`src/rtl/calc_entry_fsm_pkg.sv`:
```
`default_nettype none
// ============================================================================
//  Module      : calc_entry_fsm_pkg
//  Description : Keypad codes, state encoding and operator codes shared by the
//                calculator entry controller and its key-event decoder.
//  Revision    : 1.0 - initial release
// ============================================================================
package calc_entry_fsm_pkg;

    // Keypad scanner codes
    localparam logic [4:0] KEY_0    = 5'd0;
    localparam logic [4:0] KEY_9    = 5'd9;
    localparam logic [4:0] KEY_A    = 5'd10;
    localparam logic [4:0] KEY_B    = 5'd11;
    localparam logic [4:0] KEY_C    = 5'd12;
    localparam logic [4:0] KEY_D    = 5'd13;
    localparam logic [4:0] KEY_STAR = 5'd14;
    localparam logic [4:0] KEY_NONE = 5'd31;

    // Operator codes presented to the ALU
    localparam logic [1:0] OP_ADD = 2'd0;
    localparam logic [1:0] OP_SUB = 2'd1;
    localparam logic [1:0] OP_MUL = 2'd2;

    // Controller states; the encoding is visible on the st output
    typedef enum logic [2:0] {
        ST_ENT_A = 3'd0,
        ST_ENT_B = 3'd1,
        ST_CALC  = 3'd2,
        ST_DONE  = 3'd3,
        ST_ERR   = 3'd4
    } state_t;

    // Map an operator key (A/B/C) to its ALU operator code
    function automatic logic [1:0] key_to_op(input logic [4:0] k);
        case (k)
            KEY_B:   key_to_op = OP_SUB;
            KEY_C:   key_to_op = OP_MUL;
            default: key_to_op = OP_ADD;
        endcase
    endfunction

endpackage
`default_nettype wire

```
`src/rtl/calc_entry_fsm_key_event.sv`:
```
`default_nettype none
// ============================================================================
//  Module      : calc_key_event
//  Description : Edge detector for keypad codes. A press is a defined key that
//                follows a KEY_NONE cycle, so held keys and key-to-key slides
//                without a release produce no event.
//  Revision    : 1.0 - initial release
// ============================================================================
module calc_key_event
    import calc_entry_fsm_pkg::*;
(
    input  logic       clk,
    input  logic       rst,
    input  logic [4:0] key,
    output logic       press,
    output logic       is_digit,
    output logic       is_op,
    output logic [3:0] digit
);

    logic [4:0] r_key_prev;

    // Remember last cycle's key code; reset as if no key were down
    always_ff @(posedge clk) begin
        if (!rst) begin
            r_key_prev <= KEY_NONE;
        end else begin
            r_key_prev <= key;
        end
    end

    // Codes 15..30 are never treated as a press
    assign press    = (key != KEY_NONE) && (r_key_prev == KEY_NONE) && (key <= KEY_STAR);
    assign is_digit = (key <= KEY_9);
    assign is_op    = (key >= KEY_A) && (key <= KEY_C);
    assign digit    = key[3:0];

endmodule
`default_nettype wire

```
`src/rtl/calc_entry_fsm.sv`:
```
`default_nettype none
// ============================================================================
//  Module      : calc_entry_fsm
//  Description : Keypad entry controller. Collects two BCD operands and an
//                operator, starts the ALU with a one-cycle pulse and waits for
//                end_obl with a timeout into an error state.
//  Revision    : 1.0 - initial release
// ============================================================================
module calc_entry_fsm
    import calc_entry_fsm_pkg::*;
#(
    parameter int DIGITS  = 4,
    parameter int TIMEOUT = 64
) (
    input  logic                         clk,
    input  logic                         rst,
    input  logic [4:0]                   key,
    input  logic                         end_obl,
    output logic [4*DIGITS-1:0]          opa,
    output logic [4*DIGITS-1:0]          opb,
    output logic [1:0]                   op,
    output logic                         calc_start,
    output logic [2:0]                   st,
    output logic [$clog2(DIGITS+1)-1:0]  dig_cnt,
    output logic                         key_rej,
    output logic                         err
);

    localparam int W  = 4 * DIGITS;
    localparam int CW = $clog2(DIGITS + 1);
    localparam int TW = $clog2(TIMEOUT);

    logic          w_press;
    logic          w_is_digit;
    logic          w_is_op;
    logic [3:0]    w_digit;
    logic          w_star;
    logic          w_full;

    state_t        r_state, n_state;
    logic [W-1:0]  r_opa,   n_opa;
    logic [W-1:0]  r_opb,   n_opb;
    logic [1:0]    r_op,    n_op;
    logic [CW-1:0] r_cnt,   n_cnt;
    logic [TW-1:0] r_timer, n_timer;
    logic          r_rej,   n_rej;

    calc_key_event u_key_event (
        .clk      (clk),
        .rst      (rst),
        .key      (key),
        .press    (w_press),
        .is_digit (w_is_digit),
        .is_op    (w_is_op),
        .digit    (w_digit)
    );

    assign w_star = w_press && (key == KEY_STAR);
    assign w_full = (r_cnt == CW'(DIGITS));

    // State, operand, timer and reject-pulse registers
    always_ff @(posedge clk) begin
        if (!rst) begin
            r_state <= ST_ENT_A;
            r_opa   <= '0;
            r_opb   <= '0;
            r_op    <= OP_ADD;
            r_cnt   <= '0;
            r_timer <= '0;
            r_rej   <= 1'b0;
        end else begin
            r_state <= n_state;
            r_opa   <= n_opa;
            r_opb   <= n_opb;
            r_op    <= n_op;
            r_cnt   <= n_cnt;
            r_timer <= n_timer;
            r_rej   <= n_rej;
        end
    end

    // Next-state and datapath decisions; STAR overrides everything
    always_comb begin
        n_state = r_state;
        n_opa   = r_opa;
        n_opb   = r_opb;
        n_op    = r_op;
        n_cnt   = r_cnt;
        n_timer = r_timer;
        n_rej   = 1'b0;
        if (w_star) begin
            n_state = ST_ENT_A;
            n_opa   = '0;
            n_opb   = '0;
            n_op    = OP_ADD;
            n_cnt   = '0;
        end else begin
            case (r_state)
                ST_ENT_A: begin
                    if (w_press) begin
                        if (w_is_digit) begin
                            if (w_full) begin
                                n_rej = 1'b1;
                            end else begin
                                n_opa = W'({r_opa, w_digit});
                                n_cnt = r_cnt + CW'(1);
                            end
                        end else if (w_is_op && (r_cnt != '0)) begin
                            n_op    = key_to_op(key);
                            n_opb   = '0;
                            n_cnt   = '0;
                            n_state = ST_ENT_B;
                        end else begin
                            n_rej = 1'b1;
                        end
                    end
                end
                ST_ENT_B: begin
                    if (w_press) begin
                        if (w_is_digit) begin
                            if (w_full) begin
                                n_rej = 1'b1;
                            end else begin
                                n_opb = W'({r_opb, w_digit});
                                n_cnt = r_cnt + CW'(1);
                            end
                        end else if (w_is_op && (r_cnt == '0)) begin
                            n_op = key_to_op(key);
                        end else if ((key == KEY_D) && (r_cnt != '0)) begin
                            n_timer = '0;
                            n_state = ST_CALC;
                        end else begin
                            n_rej = 1'b1;
                        end
                    end
                end
                ST_CALC: begin
                    // Non-STAR keys are ignored here without a reject pulse
                    n_timer = r_timer + TW'(1);
                    if (end_obl) begin
                        n_state = ST_DONE;
                    end else if (r_timer == TW'(TIMEOUT - 1)) begin
                        n_state = ST_ERR;
                    end
                end
                ST_DONE: begin
                    if (w_press) begin
                        if (w_is_digit) begin
                            n_opa   = W'(w_digit);
                            n_opb   = '0;
                            n_cnt   = CW'(1);
                            n_state = ST_ENT_A;
                        end else begin
                            n_rej = 1'b1;
                        end
                    end
                end
                ST_ERR: begin
                    if (w_press) begin
                        n_rej = 1'b1;
                    end
                end
                default: begin
                    n_state = ST_ENT_A;
                end
            endcase
        end
    end

    // The timer is cleared on CALC entry, so timer==0 marks the first CALC cycle
    assign calc_start = (r_state == ST_CALC) && (r_timer == '0);
    assign err        = (r_state == ST_ERR);
    assign st         = r_state;
    assign opa        = r_opa;
    assign opb        = r_opb;
    assign op         = r_op;
    assign dig_cnt    = r_cnt;
    assign key_rej    = r_rej;

endmodule
`default_nettype wire
```
`config.mk`:
```
export PLATFORM = sky130hd
export DESIGN_NAME = calc_entry_fsm
export DESIGN_NICKNAME = d
export VERILOG_FILES = /design/src/rtl/calc_entry_fsm_pkg.sv /design/src/rtl/calc_entry_fsm_key_event.sv /design/src/rtl/calc_entry_fsm.sv
export SDC_FILE = /design/constraint.sdc
export NUM_CORES = 1
export LEC_CHECK = 0
export CORE_ASPECT_RATIO = 0.5
export CORE_MARGIN = 5
export CORE_UTILIZATION = 46
export DETAILED_ROUTE_END_ITERATION = 12
export PLACE_DENSITY = 0.8
export REMOVE_ABC_BUFFERS = 1
export SYNTH_ARGS = -nofsm -noshare
export SYNTH_HDL_FRONTEND = slang
export SYNTH_SLANG_ARGS = --single-unit
```
`constraint.sdc`:
```
create_clock -name clk -period 2 [get_ports clk]
set_input_delay 0.2 -clock clk [delete_from_list [all_inputs] [get_ports clk]]
set_output_delay 0.2 -clock clk [all_outputs]
set_load 0.02 [all_outputs]
```
==> impl_metrics.json, run 1 <==
{
  "synth_edf_count": 0,
  "clock-skew-final_ns": 0.00807,
  "initialDrtViolationCount": 161,
  "tightest_slew_ns": 0.420,
  "cts_buffer_depth": 2,
  "period_needed_ns": 1.95,
  "yosysSeqAreaShare_pct": 41.7,
  "clock_sinks": 52,
  "hold-path-endpoint": "opa[1]",
  "cpMaxStageDelayCell": "clkdlybuf4s50_1",
  "grt_max_degree": 34,
  "hold_viol_final": 0,
  "hpwl_um": 4870,
  "drive_gt1_share_pct": 20.1,
  "timing.fmax_mhz": 513,
  "instances_no_fill": 464,
  "io_pins": 51,
  "portBuffers": 50,
  "cts_tree": "done",
  "synthArstFlopShare_pct": 0,
  "min_path_cells": 3,
  "critical_path_arrival_ns": 2.20,
  "reg2reg_slack_ns": 0.12,
  "setup_ws_ns": 0.0500,
  "grt-ovfl-total": 0,
  "crit_chain": "clkdlybuf4s50_1 -> o21a_1 -> or2_2 -> o21ai_0 -> and4b_4 -> buf_12 -> nand3_1 -> a21oi_1",
  "total_power_mw": 1.82,
  "fillers": 395,
  "clkSlewWorstSetupHoldPaths_ns": 0.10,
  "hold_slack_ns": 0.273,
  "numCtsBuffers": 5,
  "dp.cells": 453,
  "timing_worst_setup_path_type": "in2reg",
  "setup_viol": 0,
  "viasPerCell": 5.38,
  "drt_first_pass_iters": 4,
  "rsz0062_at_grt": "true",
  "outcome": "finished clean",
  "syn_area_mm2": 0.00250,
  "core.rowCount": 18,
  "hp-class": "in2reg",
  "p_per_area_mw_per_mm2": 506,
  "synthSimpleGateAreaFrac_pct": 32.2,
  "grt_pass1_wl_um": 10500,
  "antennaDiodeCount": 0,
  "synthMuxAreaShare_pct": 1.65,
  "die_w_um": 114,
  "synth_xor_area_share_pct": 0.351,
  "synthCells": 309,
  "synth_compound_area_share_pct": 16.7,
  "reg2reg_from": "dig_cnt[0]",
  "post-cts-setup-buffers": 0,
  "slew_violations": 0,
  "wl_per_cell_um": 14.4,
  "antenna_found_initial": 0,
  "min_period_over_period_pct": 97.5,
  "slowest_delay_ns": 0.55,
  "r2r_end": "opb[9]",
  "clk_latency_ns": 0.31,
  "cts_max_level": 2,
  "gr-usage-met2_pct": 32.8,
  "fin_nets": 405,
  "start_util_pct": 49.0,
  "crit_required_ns": 2.25,
  "cap_violations": 0,
  "synthAdderAreaFrac_pct": 2.01,
  "ys_types": 53,
  "use_met1_pct": 23.0,
  "die_y_um": 62.1,
  "multi_input_area_mm2": 0.00141,
  "wirelength_um": 6700,
  "cp-start-kind": "input pin",
  "final_util_pct": 70.6,
  "crit_fanout": 8,
  "core_mm2": 0.00509,
  "grt_usage_pct": 18.4,
  "max-slew-margin-rel_pct": 71.8,
  "yosys_warnings": 0,
  "startpoint": "key[3]",
  "synth_flop_cell": "dfxtp_1",
  "grt_pass1_vias": 2348,
  "p_leak_nw": 1.31,
  "r2r_cells": 9,
  "seq_area_mm2": 0.00105,
  "pre_cts_ws_ns": -0.353,
  "ys_ff_latch": 52,
  "drcViolationCount": 0,
  "area_growth_pct": 44.0,
  "cp-end-kind": "register",
  "ir_worst_vdd_mv": 0.310,
  "min_from": "key[1]",
  "vias": 2495,
  "place_congestion": 0.894,
  "syn_avg_cell_area_um2": 8.08,
  "cts_root_buf": "clkbuf_8",
  "antenna_left": 0,
  "grtUsageMet3_pct": 3.77,
  "top_usage_layer": "met2",
  "die_area_mm2": 0.00709,
  "synth_top_family_by_area": "simple AND/OR/NAND/NOR gates"
}
timing repair:
| action | CTS | global route |
|---|---|---|
| pin swaps | 0 | 3 |
| endpoints found under the setup margin | 7 | 29 |
| cloned | 0 | 3 |
| hold buffers | 0 | 0 |
| resized for setup | 6 | 20 |
cell type report:
type                    count  share of cell area, %
clock buffers               6                   2.02
clock inverters             2                  0.452
inverters                   9                  0.940
multi-input cells         229                   39.1
flip-flops and latches     52                   29.1
well taps                  70                   2.44
repair buffers             96                   25.9
flip-flops by register name, indices dropped and copies added, names as in the netlist:
| register | cells |
|---|---|
| r_timer | 6 |
| u_key_event.r_key_prev | 5 |
| key_rej | 1 |
| opa | 16 |
| opb | 16 |
| st | 3 |
| op | 2 |
| dig_cnt | 3 |
per-stage QoR:
step | instance area [µm²] | TNS, ns
2_1_floorplan | 2390 | -6.10
3_3_place_gp | 3340 | -10.22
3_5_place_dp | 3340 | -11.19
4_1_cts | 3450 | 0
5_1_grt | 3590 | -0.0239
6_report | 3590 | 0
cell usage after synthesis, types with 3 or more instances:
library cell,n,area [µm²]
dfxtp_1,52,1040
a21oi_1,40,200
nand2_1,40,150
nand3_1,34,170
nand2b_1,24,150
nor2_1,16,60.1
clkbuf_1,9,33.8
inv_1,9,33.8
nor2b_1,9,56.3
o21ai_0,7,35.0
buf_2,5,25.0
nor3_1,5,25.0
and3_1,4,25.0
ha_1,4,50.1
mux2i_1,3,30.0
nor4_1,3,18.8
critical path: cells and delay by family:
kind / cells / cell delay (ns)
compound gates: 3 / 0.53
buf+inv: 2 / 0.69
simple gates: 3 / 0.77
how the worst max path moves through the flow:
stage / cells after the start / end
CTS: 8 / opb[9]
floorplan: 6 / r_timer[1]
global placement: 8 / r_timer[5]
global route: 8 / opb[3]
finish: 8 / opb[9]
detailed placement: 9 / r_timer[5]
logic make-up after synthesis:
family                     Yosys count
xor gates and xnor gates             1
and+or+nand+nor                    152
DFF                                 52
muxes                                4
adders and majority gates            4
AOI/OAI and AO/OA                   68
buffers and inverters               28
routing by layer:
metal  wire [µm]  share of wire, %  up-vias
li1            -                 -     1250
met1        3220                48     1172
met2        3090                46       63
met3         320               4.8       10
met4          66              0.99        0
met5           0                 0        -
power by group:
group | leakage, nW | internal (mW) | total, mW | switching [mW]
Sequential | 0.422 | 1.04 | 1.05 | 0.00335
Combinational | 0.850 | 0.0797 | 0.166 | 0.0860
Clock | 0.0414 | 0.250 | 0.606 | 0.356
layout by cell type, fill, tap and decap left out, drive strengths merged, types with 3 or more instances in the layout:
cell type	n
dfxtp	52
clkdlybuf4s50	46
buf	44
nand2	40
a21oi	40
nand3	34
nand2b	24
nor2	16
inv	9
nor2b	9
o21ai	8
clkbuf	8
nor3	5
and3	4
dlymetal6s2s	4
ha	4
nor4	4
mux2i	3
o211ai	3
Power figures use the tool's default switching activity.
==> inputs of run 2 (changes only) <==
Settings changed: TNS_END_PERCENT from default to 20.
==> results of run 2 <==
The final DEF is identical to that of run 1; final timing and power are the same.
==> inputs of run 3 (changes only) <==
Settings changed: CAP_MARGIN from default to 40.
==> results of run 3 <==
The final DEF is identical to that of run 1; final timing and power are the same.
